## config.mk

```make
export PLATFORM = sky130hd
export DESIGN_NAME = alu_operand_fetch
export DESIGN_NICKNAME = d
export VERILOG_FILES = /design/src/rtl/alu_operand_fetch.sv
export SDC_FILE = /design/constraint.sdc
export NUM_CORES = 1
export LEC_CHECK = 0
export ABC_AREA = 1
export CORE_UTILIZATION = 52
export DETAILED_ROUTE_END_ITERATION = 6
export PLACE_DENSITY_LB_ADDON = 0.12
export SLEW_MARGIN = 20
export SYNTH_ARGS = -nofsm -noshare
export SYNTH_HDL_FRONTEND = slang
export SYNTH_SLANG_ARGS = --single-unit
```

## constraint.sdc

```tcl
create_clock -name clk -period 3.7 [get_ports clk]
set_input_delay 0.37 -clock clk [delete_from_list [all_inputs] [get_ports clk]]
set_output_delay 0.37 -clock clk [all_outputs]
set_load 0.01 [all_outputs]
```

## src/rtl/alu_operand_fetch.sv

```systemverilog
// Operand-fetch stage ahead of the ALU: owns the thread register file, reads
// sources (with writeback bypass) or selects an immediate, and holds one entry.
module alu_operand_fetch #(
  parameter int DATA_WIDTH = 8,
  parameter int IMM_WIDTH  = 8,
  parameter int THREAD_ID  = 0
) (
  input  logic                  clk,
  input  logic                  reset,
  input  logic                  flush,
  input  logic                  in_valid,
  output logic                  in_ready,
  input  logic [3:0]            in_opcode,
  input  logic [3:0]            in_rd,
  input  logic [3:0]            in_rs,
  input  logic [3:0]            in_rt,
  input  logic [IMM_WIDTH-1:0]  in_imm,
  input  logic                  in_use_imm,
  input  logic [DATA_WIDTH-1:0] block_idx,
  input  logic [DATA_WIDTH-1:0] block_dim,
  input  logic                  wb_en,
  input  logic [3:0]            wb_rd,
  input  logic [DATA_WIDTH-1:0] wb_data,
  output logic                  out_valid,
  input  logic                  out_ready,
  output logic [3:0]            out_opcode,
  output logic [DATA_WIDTH-1:0] out_operand_a,
  output logic [DATA_WIDTH-1:0] out_operand_b,
  output logic [3:0]            out_rd
);

  localparam int NUM_RW = 13;
  localparam logic [DATA_WIDTH-1:0] TID_VAL = DATA_WIDTH'(THREAD_ID);

  // Full 16-entry read view: r0..r12 from flops, r13..r15 from live inputs.
  logic [DATA_WIDTH-1:0] rf_view [16];

  genvar gi;
  generate
    for (gi = 0; gi < NUM_RW; gi++) begin : g_reg
      logic [DATA_WIDTH-1:0] reg_q;
      logic [DATA_WIDTH-1:0] reg_d;

      always_comb begin
        reg_d = reg_q;
        if (wb_en && (wb_rd == 4'(gi))) reg_d = wb_data;
      end

      always_ff @(posedge clk or posedge reset) begin
        if (reset) reg_q <= '0;
        else       reg_q <= reg_d;
      end

      assign rf_view[gi] = reg_q;
    end
  endgenerate

  assign rf_view[13] = block_idx;
  assign rf_view[14] = block_dim;
  assign rf_view[15] = TID_VAL;

  function automatic logic [DATA_WIDTH-1:0] read_src(input logic [3:0] addr);
    if (wb_en && (wb_rd <= 4'd12) && (wb_rd == addr)) return wb_data;
    return rf_view[addr];
  endfunction

  logic                  out_valid_q, out_valid_d;
  logic [3:0]            opcode_q, opcode_d;
  logic [3:0]            rd_q, rd_d;
  logic [DATA_WIDTH-1:0] opa_q, opa_d;
  logic [DATA_WIDTH-1:0] opb_q, opb_d;
  logic                  capture;

  always_comb begin
    in_ready    = !flush && (!out_valid_q || out_ready);
    capture     = in_valid && in_ready;
    out_valid_d = out_valid_q;
    opcode_d    = opcode_q;
    rd_d        = rd_q;
    opa_d       = opa_q;
    opb_d       = opb_q;
    if (flush) begin
      out_valid_d = 1'b0;
    end else if (capture) begin
      out_valid_d = 1'b1;
      opcode_d    = in_opcode;
      rd_d        = in_rd;
      opa_d       = read_src(in_rs);
      opb_d       = in_use_imm ? DATA_WIDTH'(in_imm) : read_src(in_rt);
    end else if (out_ready) begin
      out_valid_d = 1'b0;
    end
  end

  always_ff @(posedge clk or posedge reset) begin
    if (reset) begin
      out_valid_q <= 1'b0;
      opcode_q    <= '0;
      rd_q        <= '0;
      opa_q       <= '0;
      opb_q       <= '0;
    end else begin
      out_valid_q <= out_valid_d;
      opcode_q    <= opcode_d;
      rd_q        <= rd_d;
      opa_q       <= opa_d;
      opb_q       <= opb_d;
    end
  end

  assign out_valid     = out_valid_q;
  assign out_opcode    = opcode_q;
  assign out_rd        = rd_q;
  assign out_operand_a = opa_q;
  assign out_operand_b = opb_q;

endmodule

```

# Word level (Yosys, flattened, before mapping)
# Index checks and enable logic that the tools add are counted.
# Widths: inputs -> output; s select.
# totals
register_bits	129
inputBits	59
out_inout_bits	26
word_cells	82
# op_classes
n_lt_le_gt_ge	3
n_eq_ne	14
muxes	20
n_bitwise	3
n_reduce_logical	24
# op_table
operator	count
$mux 8	9
$bmux 8 s4	2
$eq 4x4->1 const B	5
$logic_and 1x1->1	18
$eq 4x3->1 const B	4
$ge 5x5->1 const B	2
$not 4->5	2
$mux 1	9
$eq 4x2->1 const B	2
$eq 4x4->1	2
$eq 4x1->1 const B	1
$le 4x4->1 const B	1
$logic_not 4->1	1
$reduce_bool 3->1	1
$logic_not 1->1	2
$reduce_and 2->1	1
$logic_or 1x1->1	1
$not 1->1	1

# Logic depth before layout (Yosys ltp)
# Gate-level depths: netlist (run 1).
# logic_depth
depth_word	8
ltp_mapped	11
ltp_nobuf	10

# Worst setup path after synthesis (run 1)
# Ideal clock, no wire load.
# synth_timing
path_type	input to register
from	in in_rs[3]
to	reg opa_q[0] (netlist: out_operand_a[0])
setup_time_ps	116
t_arrival_ps	1310
required_time_ps	3584
path_slack_ps	2274
path_stages	10
path_buffers	2
path_cell_list	buf_4 > inv_2 > nand2_1 > a21oi_2 > nand3b_4 > buf_6 > o21ai_2 > inv_1 > nand2_1 > nand2_1
# synth_between
elab_chain_len	6
word_cells_on_any_way	10
cone_classes	eq/ne (1); mux (7); bitwise (1); reduce/logical (1)
# synth_lines
element	line_no	source
start: declaration	15	input logic [3:0] in_rs,
parallel branches: the longest is 5 deep, another holds $bmux 8 s4	n/a	
$mux 8 *	64	return rf_view[addr];
end signal: assignment	106	opa_q <= opa_d;
end: declaration	70	logic [DATA_WIDTH-1:0] opa_q, opa_d;
# Every way passes the cells marked *. The select of a mux whose other input is x is not followed.
# A chain may end at the register's enable or synchronous reset.

# Final worst setup path (run 1)
# layout_timing
from	in in_rt[2]
to	reg opb_q[7] (netlist: out_operand_b[7])
# layout_between
elab_chain_len	7
word_cells_on_any_way	11
cone_classes	eq/ne (1); mux (8); bitwise (1); reduce/logical (1)
# layout_lines
element	line_no	source
start: declaration	16	input logic [3:0] in_rt,
parallel branches: the longest is 5 deep, another holds $bmux 8 s4	n/a	
$mux 8 *	64	
$mux 8 *	89	opb_d = in_use_imm ? DATA_WIDTH'(in_imm) : read_src(in_rt);
end signal: assignment	107	opb_q <= opb_d;
end: declaration	71	logic [DATA_WIDTH-1:0] opb_q, opb_d;
# Marked as above.

==> run_results.csv, run 1 <==
group,metric,value,unit
routing,wirelength,26.45,mm
power_and_ir_drop,power-per-cell-area,539.4,nW/µm²
yosys,synth-xor-area-share,0.3381,%
sta,setup_tns,0,ps
yosys,yosys.area_share.adder,0,%
yosys,synth-compound-area-share,15.15,%
routing,detail_route.drc_violations,0,
placement,portBuffers,84,
min_path,hold_class,"reg -> reg",
setup_path,setup.reg_to_reg.worst_slack,2100,ps
yosys,synth.mux.area_fraction,0,%
yosys,synthesis.instances,1129,
clocking,ctsHoldBuffers,0,
setup_path,endpoint_kind,"flop",
yosys,syn_nets,1188,
global_routing,grt_pass1_wl,41.52,mm
power_and_ir_drop,leakagePower,4.561,nW
yosys,synth_area_per_cell,6.883,µm²
clocking,clock_insertion_delay_worst_skew,430,ps
clocking,clk_transition_reported_paths,60,ps
sta,unrepaired_setup_endpoints_after_global_routing,"no",
final_layout,num-nets-final,1225,
sta,report.final.hold_viol_count,0,
routing,antenna_violating_nets_post_route,0,
clocking,tritoncts,"yes",
setup_path,max_stage_delay,970,ps
setup_path,cell_breakdown_of_the_critical_path,"clkdlybuf4s50_1 -> inv_1 -> nand2_1 -> nand3_1 -> nand3_1 -> nand2_1 -> a21oi_1",
setup_path,worst_ep_required_time,4050,ps
min_path,worst_hold_path.num_cells,2,
sta,final.period_utilization,56.52,%
placement,place_congestion,0.9499,
global_routing,number_of_antenna_violations_at_the_first_check_in_global_routing,0,
yosys,synth-main-ff-cell,"sky130_fd_sc_hd__dfrtp_1",
sta,finalCriticalPeriod,2091,ps
yosys,cell_area_synth,7771,µm²
setup_path,r2r_path_start,"g_reg[0].reg_q[6]",
global_routing,grt_start_max_net_pins,130,
final_layout,area_growth,18.34,%
setup_path,timing_worst_setup_path_type,"in -> reg",
setup_path,cp_slowest_cell,"sky130_fd_sc_hd__clkdlybuf4s50_1",
floorplan,design.die.area,15440,µm²
sta,timing_max_transition_violations_final,0,
job,cap_viol_max_count,0,
final_layout,antenna-diode-count,0,
setup_path,cp-start-kind,"input pin",
yosys,synth.ff_latch_count,129,
yosys,synth_area_leaders,"sky130_fd_sc_hd__dfrtp_1 42%, sky130_fd_sc_hd__nand2_1 17%, sky130_fd_sc_hd__nand3_1 10%, sky130_fd_sc_hd__o21ai_0 9.6%, sky130_fd_sc_hd__inv_1 5.9%",
sta,relSlewSlack,44.00,%
sta,setup_viol,0,
clocking,clk_root_buffer_cell,"sky130_fd_sc_hd__clkbuf_16",
clocking,post-cts-setup-buffer-count,0,
routing,avgRoutedWirePerCell,19.41,µm
sta,post-route-worst-setup-slack,1609,ps
yosys,synthDominantAreaCellType,"sky130_fd_sc_hd__dfrtp_1",
placement,post-place-ws,1271,ps
clocking,cts-buffers-inserted,17,
global_routing,grt_usage,35.47,%
setup_path,worst_reg2reg_path_endpoint,"out_operand_a[6]",
global_routing,grt_remaining_overflow,0,
min_path,hp-start,"out_rd[1]",
global_routing,first_global_vias,7206,
sta,fin_skew,9.431,ps
yosys,share_of_the_yosys_chip_area_belonging_to_registers,41.54,%
sta,hold_ws,477.8,ps
final_layout,nFillCells,1367,
routing,vias_per_cell,5.746,
min_path,whs_endpoint,"out_rd[1]",
setup_path,depth_of_the_worst_register_to_register_path,6,
yosys,synth_commonest_cells,"354 x sky130_fd_sc_hd__nand2_1, 155 x sky130_fd_sc_hd__nand3_1, 149 x sky130_fd_sc_hd__o21ai_0",
routing,dr.pass1.iters,5,
setup_path,worstPathArrival,2440,ps
setup_path,timing.critical_path.fanout_max,18,
final_layout,postLayoutCoreUtil,63.27,%
routing,drtIter0Drc,963,
yosys,postSynth.asyncResetShare,100.0,%
yosys,netlist-cell-type-count,30,
routing,route.vias.total,7832,
floorplan,placeableCoreArea,14530,µm²
final_layout,register_area,3228,µm²
floorplan,initial_cell_density_of_the_core,53.47,%
floorplan,die_height,124.3,µm
yosys,synth-edff-count,0,
clocking,cts_resized,0,
yosys,most_frequent_cell_after_synthesis,"sky130_fd_sc_hd__nand2_1",
sta,worst_slew_pin_slew,839.0,ps
yosys,post-synth-top-area-fraction,41.54,%
yosys,ys.warnings.count,0,
clocking,cts_htree_levels,4,
sta,achievable-frequency,0.4782,GHz
clocking,clock_tree.buffer_depth,2,
placement,dp_hpwl,17.81,mm
final_layout,area_used_by_multi_input_combinational_logic,3642,µm²
power_and_ir_drop,ir_worst_vdd,0.3328,mV
yosys,largest_family_of_logic_cells_by_synthesized_area,"simple AND/OR/NAND/NOR gates",
floorplan,top_level_ports,85,
floorplan,die_x,124.3,µm
floorplan,core.rowCount,44,
final_layout,drive_above_1_share,6.277,%
yosys,simple_gate_fraction_of_synth_area,31.38,%
run_status,outcome,"finished clean",
clocking,numClockSinks,129,
[registers in the layout (all words and copies together), names as in the netlist]
register,count
g.reg_q,104
out_opcode,4
out_operand_a,8
out_operand_b,8
out_rd,4
out_valid,1
[per-stage QoR]
stage | power, W | std cells | cell area [µm²]
floorplan | 0.002545 | 1129 | 7775
global placement | 0.002946 | 1331 | 8509
detailed placement | 0.002967 | 1331 | 8509
CTS | 0.004938 | 1363 | 9196
global route | 0.005194 | 1363 | 9196
finish | 0.004961 | 1363 | 9196
[worst max-delay path, delay by kind of cell]
family / cells / cell delay, ps
AO/OA/AOI/OAI: 1 / 120
buffers and inverters: 2 / 1450
AND/OR/NAND/NOR: 4 / 480
[where the power goes]
group	leakage [nW]	switching, W	internal, W
Sequential	1.61	0.000178	0.00170
Clock	0.336	0.000647	0.00133
Combinational	2.62	0.000683	0.000423
Total	4.56	0.00151	0.00345
[layer usage]
layer | part of all wire (%) | track usage, % | vias up
met3 | 11 | 9.235 | 64
met1 | 44 | 51.36 | 3590
met2 | 41 | 49.37 | 487
li1 | - | - | 3691
met4 | 3.7 | 16.30 | 0
met5 | 0 | 0 | -
[layout by cell type (no fill, tap or decap)]
master	netlist	routed
sky130_fd_sc_hd__nor3_2	1	1
sky130_fd_sc_hd__clkbuf_16	0	17
sky130_fd_sc_hd__clkdlybuf4s50_1	0	82
sky130_fd_sc_hd__clkinv_2	0	3
sky130_fd_sc_hd__inv_4	1	1
sky130_fd_sc_hd__xnor2_1	2	2
sky130_fd_sc_hd__nand2_2	2	2
sky130_fd_sc_hd__inv_2	8	8
sky130_fd_sc_hd__nor2_4	1	1
sky130_fd_sc_hd__clkbuf_8	0	4
sky130_fd_sc_hd__nand3b_4	1	1
sky130_fd_sc_hd__inv_1	122	121
sky130_fd_sc_hd__buf_12	0	1
sky130_fd_sc_hd__nand4_1	1	1
sky130_fd_sc_hd__nor3_4	3	3
sky130_fd_sc_hd__nor2_1	37	37
sky130_fd_sc_hd__o21ai_2	2	2
sky130_fd_sc_hd__buf_2	37	2
sky130_fd_sc_hd__nand3_2	1	1
sky130_fd_sc_hd__clkbuf_1	21	1
sky130_fd_sc_hd__o21ai_1	1	1
sky130_fd_sc_hd__xor2_1	1	1
sky130_fd_sc_hd__nand3_1	155	155
sky130_fd_sc_hd__nand2_1	354	354
sky130_fd_sc_hd__a21oi_1	56	56
sky130_fd_sc_hd__bufinv_16	0	6
sky130_fd_sc_hd__nor2_2	1	1
sky130_fd_sc_hd__or2_2	8	8
sky130_fd_sc_hd__nor2_8	1	1
sky130_fd_sc_hd__buf_4	7	8
sky130_fd_sc_hd__o211ai_1	16	16
sky130_fd_sc_hd__dfrtp_1	129	129
sky130_fd_sc_hd__clkinvlp_4	0	2
sky130_fd_sc_hd__a21oi_2	1	1
sky130_fd_sc_hd__o21ai_0	149	149
[logic make-up after synthesis]
family                 after synthesis
buffers and inverters              206
flip-flops                         129
AO/OA/AOI/OAI                      225
XOR/XNOR                             3
AND/OR/NAND/NOR                    566
[worst max path at each step]
| stage | start | endpoint | slack [ps] | cells past startpoint |
|---|---|---|---|---|
| 3_3_place_gp | in_rt[2] | out_operand_b[7] | 1280 | 7 |
| 3_5_place_dp | in_rt[2] | out_operand_b[2] | 1270 | 7 |
| 4_1_cts | in_rt[2] | out_operand_b[2] | 1690 | 7 |
| 6_report | in_rt[2] | out_operand_b[7] | 1610 | 7 |
| 5_1_grt | in_rt[2] | out_operand_b[1] | 1450 | 7 |
| 2_1_floorplan | reset | g_reg[0].reg_q[0] | 1730 | 1 |
[cell type report]
type,instances,share of cell area [%]
Timing Repair Buffer,93,9.905
Sequential cell,129,35.10
Clock buffer,22,5.265
Multi-Input combinational cell,794,39.61
Clock inverter,10,2.204
Inverter,131,5.415
Tap cell,184,2.503
No activity file was read; power rests on OpenSTA's default activity.
==> inputs of run 2 (changes only) <==
Clock period 3.7 ns to 1.9 ns, I/O delays scaled along.
==> run 2 against run 1 <==
Compared with the run above:
- clock-buffer cell count is 1 lower
- sequential power up 96%
- register-to-register slack lost 1600 ps
- hold slack got worse by 250 ps
- power increased by 100%
- combinational power grew 100%
- via count up 2.4%
- global-route usage increased by 0.23 points
- cell count grew 4.0%
- non-clock buffer count increased by 54
- sequential share of layout area fell by 2.3 points
- critical path type is now reg -> out
- largest cell class unchanged
==> run_results.csv, run 2 (synthesis gave the netlist of run 1 again) <==
group,metric,value,unit
routing,vias_per_cell,5.658,
final_layout,antenna-diode-count,0,
clocking,post-cts-setup-buffer-count,0,
sta,unrepaired_setup_endpoints_after_global_routing,"no",
clocking,numClockSinks,129,
sta,fin_skew,5.869,ps
setup_path,timing.critical_path.fanout_max,2,
global_routing,grt_pass1_wl,41.55,mm
floorplan,design.die.area,15440,µm²
min_path,hold_class,"in -> async",
floorplan,die_height,124.3,µm
final_layout,flip_flop_count_of_the_largest_register_all_copies_and_words_added,104,
setup_path,endpoint_kind,"output port",
clocking,cts-buffers-inserted,17,
routing,drtIter0Drc,1078,
floorplan,die_x,124.3,µm
sta,final.period_utilization,92.58,%
floorplan,initial_cell_density_of_the_core,53.47,%
clocking,ctsHoldBuffers,0,
final_layout,area_growth,26.47,%
final_layout,mostFrequentLayoutCells,"354 x sky130_fd_sc_hd__nand2_1, 155 x sky130_fd_sc_hd__nand3_1, 149 x sky130_fd_sc_hd__o21ai_0, 129 x sky130_fd_sc_hd__dfrtp_1, 121 x sky130_fd_sc_hd__inv_1",
global_routing,number_of_antenna_violations_at_the_first_check_in_global_routing,0,
run_status,outcome,"finished clean",
setup_path,worst_ep_required_time,1710,ps
setup_path,timing_worst_setup_path_type,"reg -> out",
routing,antenna_violating_nets_post_route,0,
setup_path,worst_reg2reg_path_endpoint,"out_operand_a[4]",
final_layout,largest-register,"g.reg_q",
routing,dr.pass1.iters,6,
floorplan,top_level_ports,85,
clocking,cts_resized,0,
routing,route.vias.total,8017,
global_routing,grt_start_max_net_pins,66,
power_and_ir_drop,ir_worst_vdd,0.7268,mV
power_and_ir_drop,leakagePower,4.900,nW
routing,avgRoutedWirePerCell,18.94,µm
sta,post-route-worst-setup-slack,141.0,ps
sta,finalCriticalPeriod,1759,ps
power_and_ir_drop,power-per-cell-area,1018,nW/µm²
setup_path,setup.worst_path.start,"out_valid",
clocking,cts_htree_levels,4,
sta,achievable-frequency,0.5685,GHz
routing,wirelength,26.84,mm
sta,setup_viol,0,
global_routing,grt_usage,35.71,%
global_routing,grt_remaining_overflow,0,
sta,timing_max_transition_violations_final,0,
routing,detail_route.drc_violations,0,
final_layout,num-nets-final,1279,
job,cap_viol_max_count,0,
clocking,clk_transition_reported_paths,60,ps
floorplan,core.rowCount,44,
setup_path,worstPathArrival,1570,ps
sta,setup_tns,0,ps
sta,relSlewSlack,63.54,%
setup_path,depth_of_the_worst_register_to_register_path,6,
sta,report.final.hold_viol_count,0,
floorplan,placeableCoreArea,14530,µm²
final_layout,layout.cells.most_common,"sky130_fd_sc_hd__nand2_1",
placement,dp_hpwl,19.02,mm
clocking,clock_tree.buffer_depth,2,
sta,worst_slew_pin_slew,545.2,ps
clocking,clk_root_buffer_cell,"sky130_fd_sc_hd__clkbuf_16",
setup_path,setup.reg_to_reg.worst_slack,480,ps
clocking,clock_insertion_delay_worst_skew,430,ps
final_layout,drive_above_1_share,10.46,%
global_routing,first_global_vias,7094,
setup_path,r2r_path_start,"g_reg[11].reg_q[4]",
clocking,tritoncts,"yes",
placement,post-place-ws,47.84,ps
setup_path,cp-start-kind,"flop",
placement,portBuffers,84,
placement,place_congestion,0.9891,
-- run 2: changes by cell type in the layout (fill, tap and decap cells not counted), sizes merged --
cell      change
inv           +2
buf          +54
clkbuf        -1
clkinvlp      -1
bufinv        +1
clkinv        -1
-- run 2: cell type report --
| cell class | instances | area (µm²) |
|---|---|---|
| Multi-Input combinational cell | 794 | 3642 |
| Inverter | 131 | 498.0 |
| Sequential cell | 129 | 3228 |
| Fill cell | 1312 | 4706 |
| Tap cell | 184 | 230.2 |
| Clock buffer | 21 | 480.5 |
| Timing Repair Buffer | 147 | 1504 |
| Clock inverter | 11 | 245.2 |
-- run 2: per-stage QoR --
stage	cells	util, %	total power (W)	instance area (µm²)	hold WS [ps]
finish	1417	67.62	0.01000	9828	227.1
global route	1417	67.62	0.01044	9828	275.9
CTS	1417	67.62	0.009957	9828	255.6
detailed placement	1385	62.63	0.005915	9102	463.9
global placement	1385	62.63	0.005863	9102	461.2
floorplan	1129	-	0.004956	7775	256.4
-- run 2: worst max-delay path by stage --
stage          depth (start not counted)  slack [ps]                end
2_1_floorplan                          1         110  g_reg[0].reg_q[0]
3_3_place_gp                          10          70   out_operand_a[7]
3_5_place_dp                           9          50   out_operand_b[7]
4_1_cts                                4         130           in_ready
5_1_grt                                4          30           in_ready
6_report                               4         140           in_ready
-- run 2: report_power, final --
part           switching [W]  internal (W)  leakage [nW]
sequential          0.000371       0.00331          1.61
combinational        0.00135      0.000925          2.94
clock                0.00130       0.00275         0.354
total                0.00302       0.00698          4.90
-- run 2: worst max-delay path, cell delays in order, from the launching register on --
cell and delay (ps):
sky130_fd_sc_hd__dfrtp_1 380, sky130_fd_sc_hd__nand2_1 70, sky130_fd_sc_hd__inv_1 50, sky130_fd_sc_hd__nor2_1 110, sky130_fd_sc_hd__clkdlybuf4s50_1 540
-- run 2: layer usage --
layer / wire [µm] / vias to the layer above / global-route usage (%)
met4: 813 / 0 / 13.61
met2: 11220 / 469 / 50.54
met5: 0 / - / 0
met3: 2865 / 64 / 6.959
li1: - / 3801 / -
met1: 11940 / 3683 / 53.65
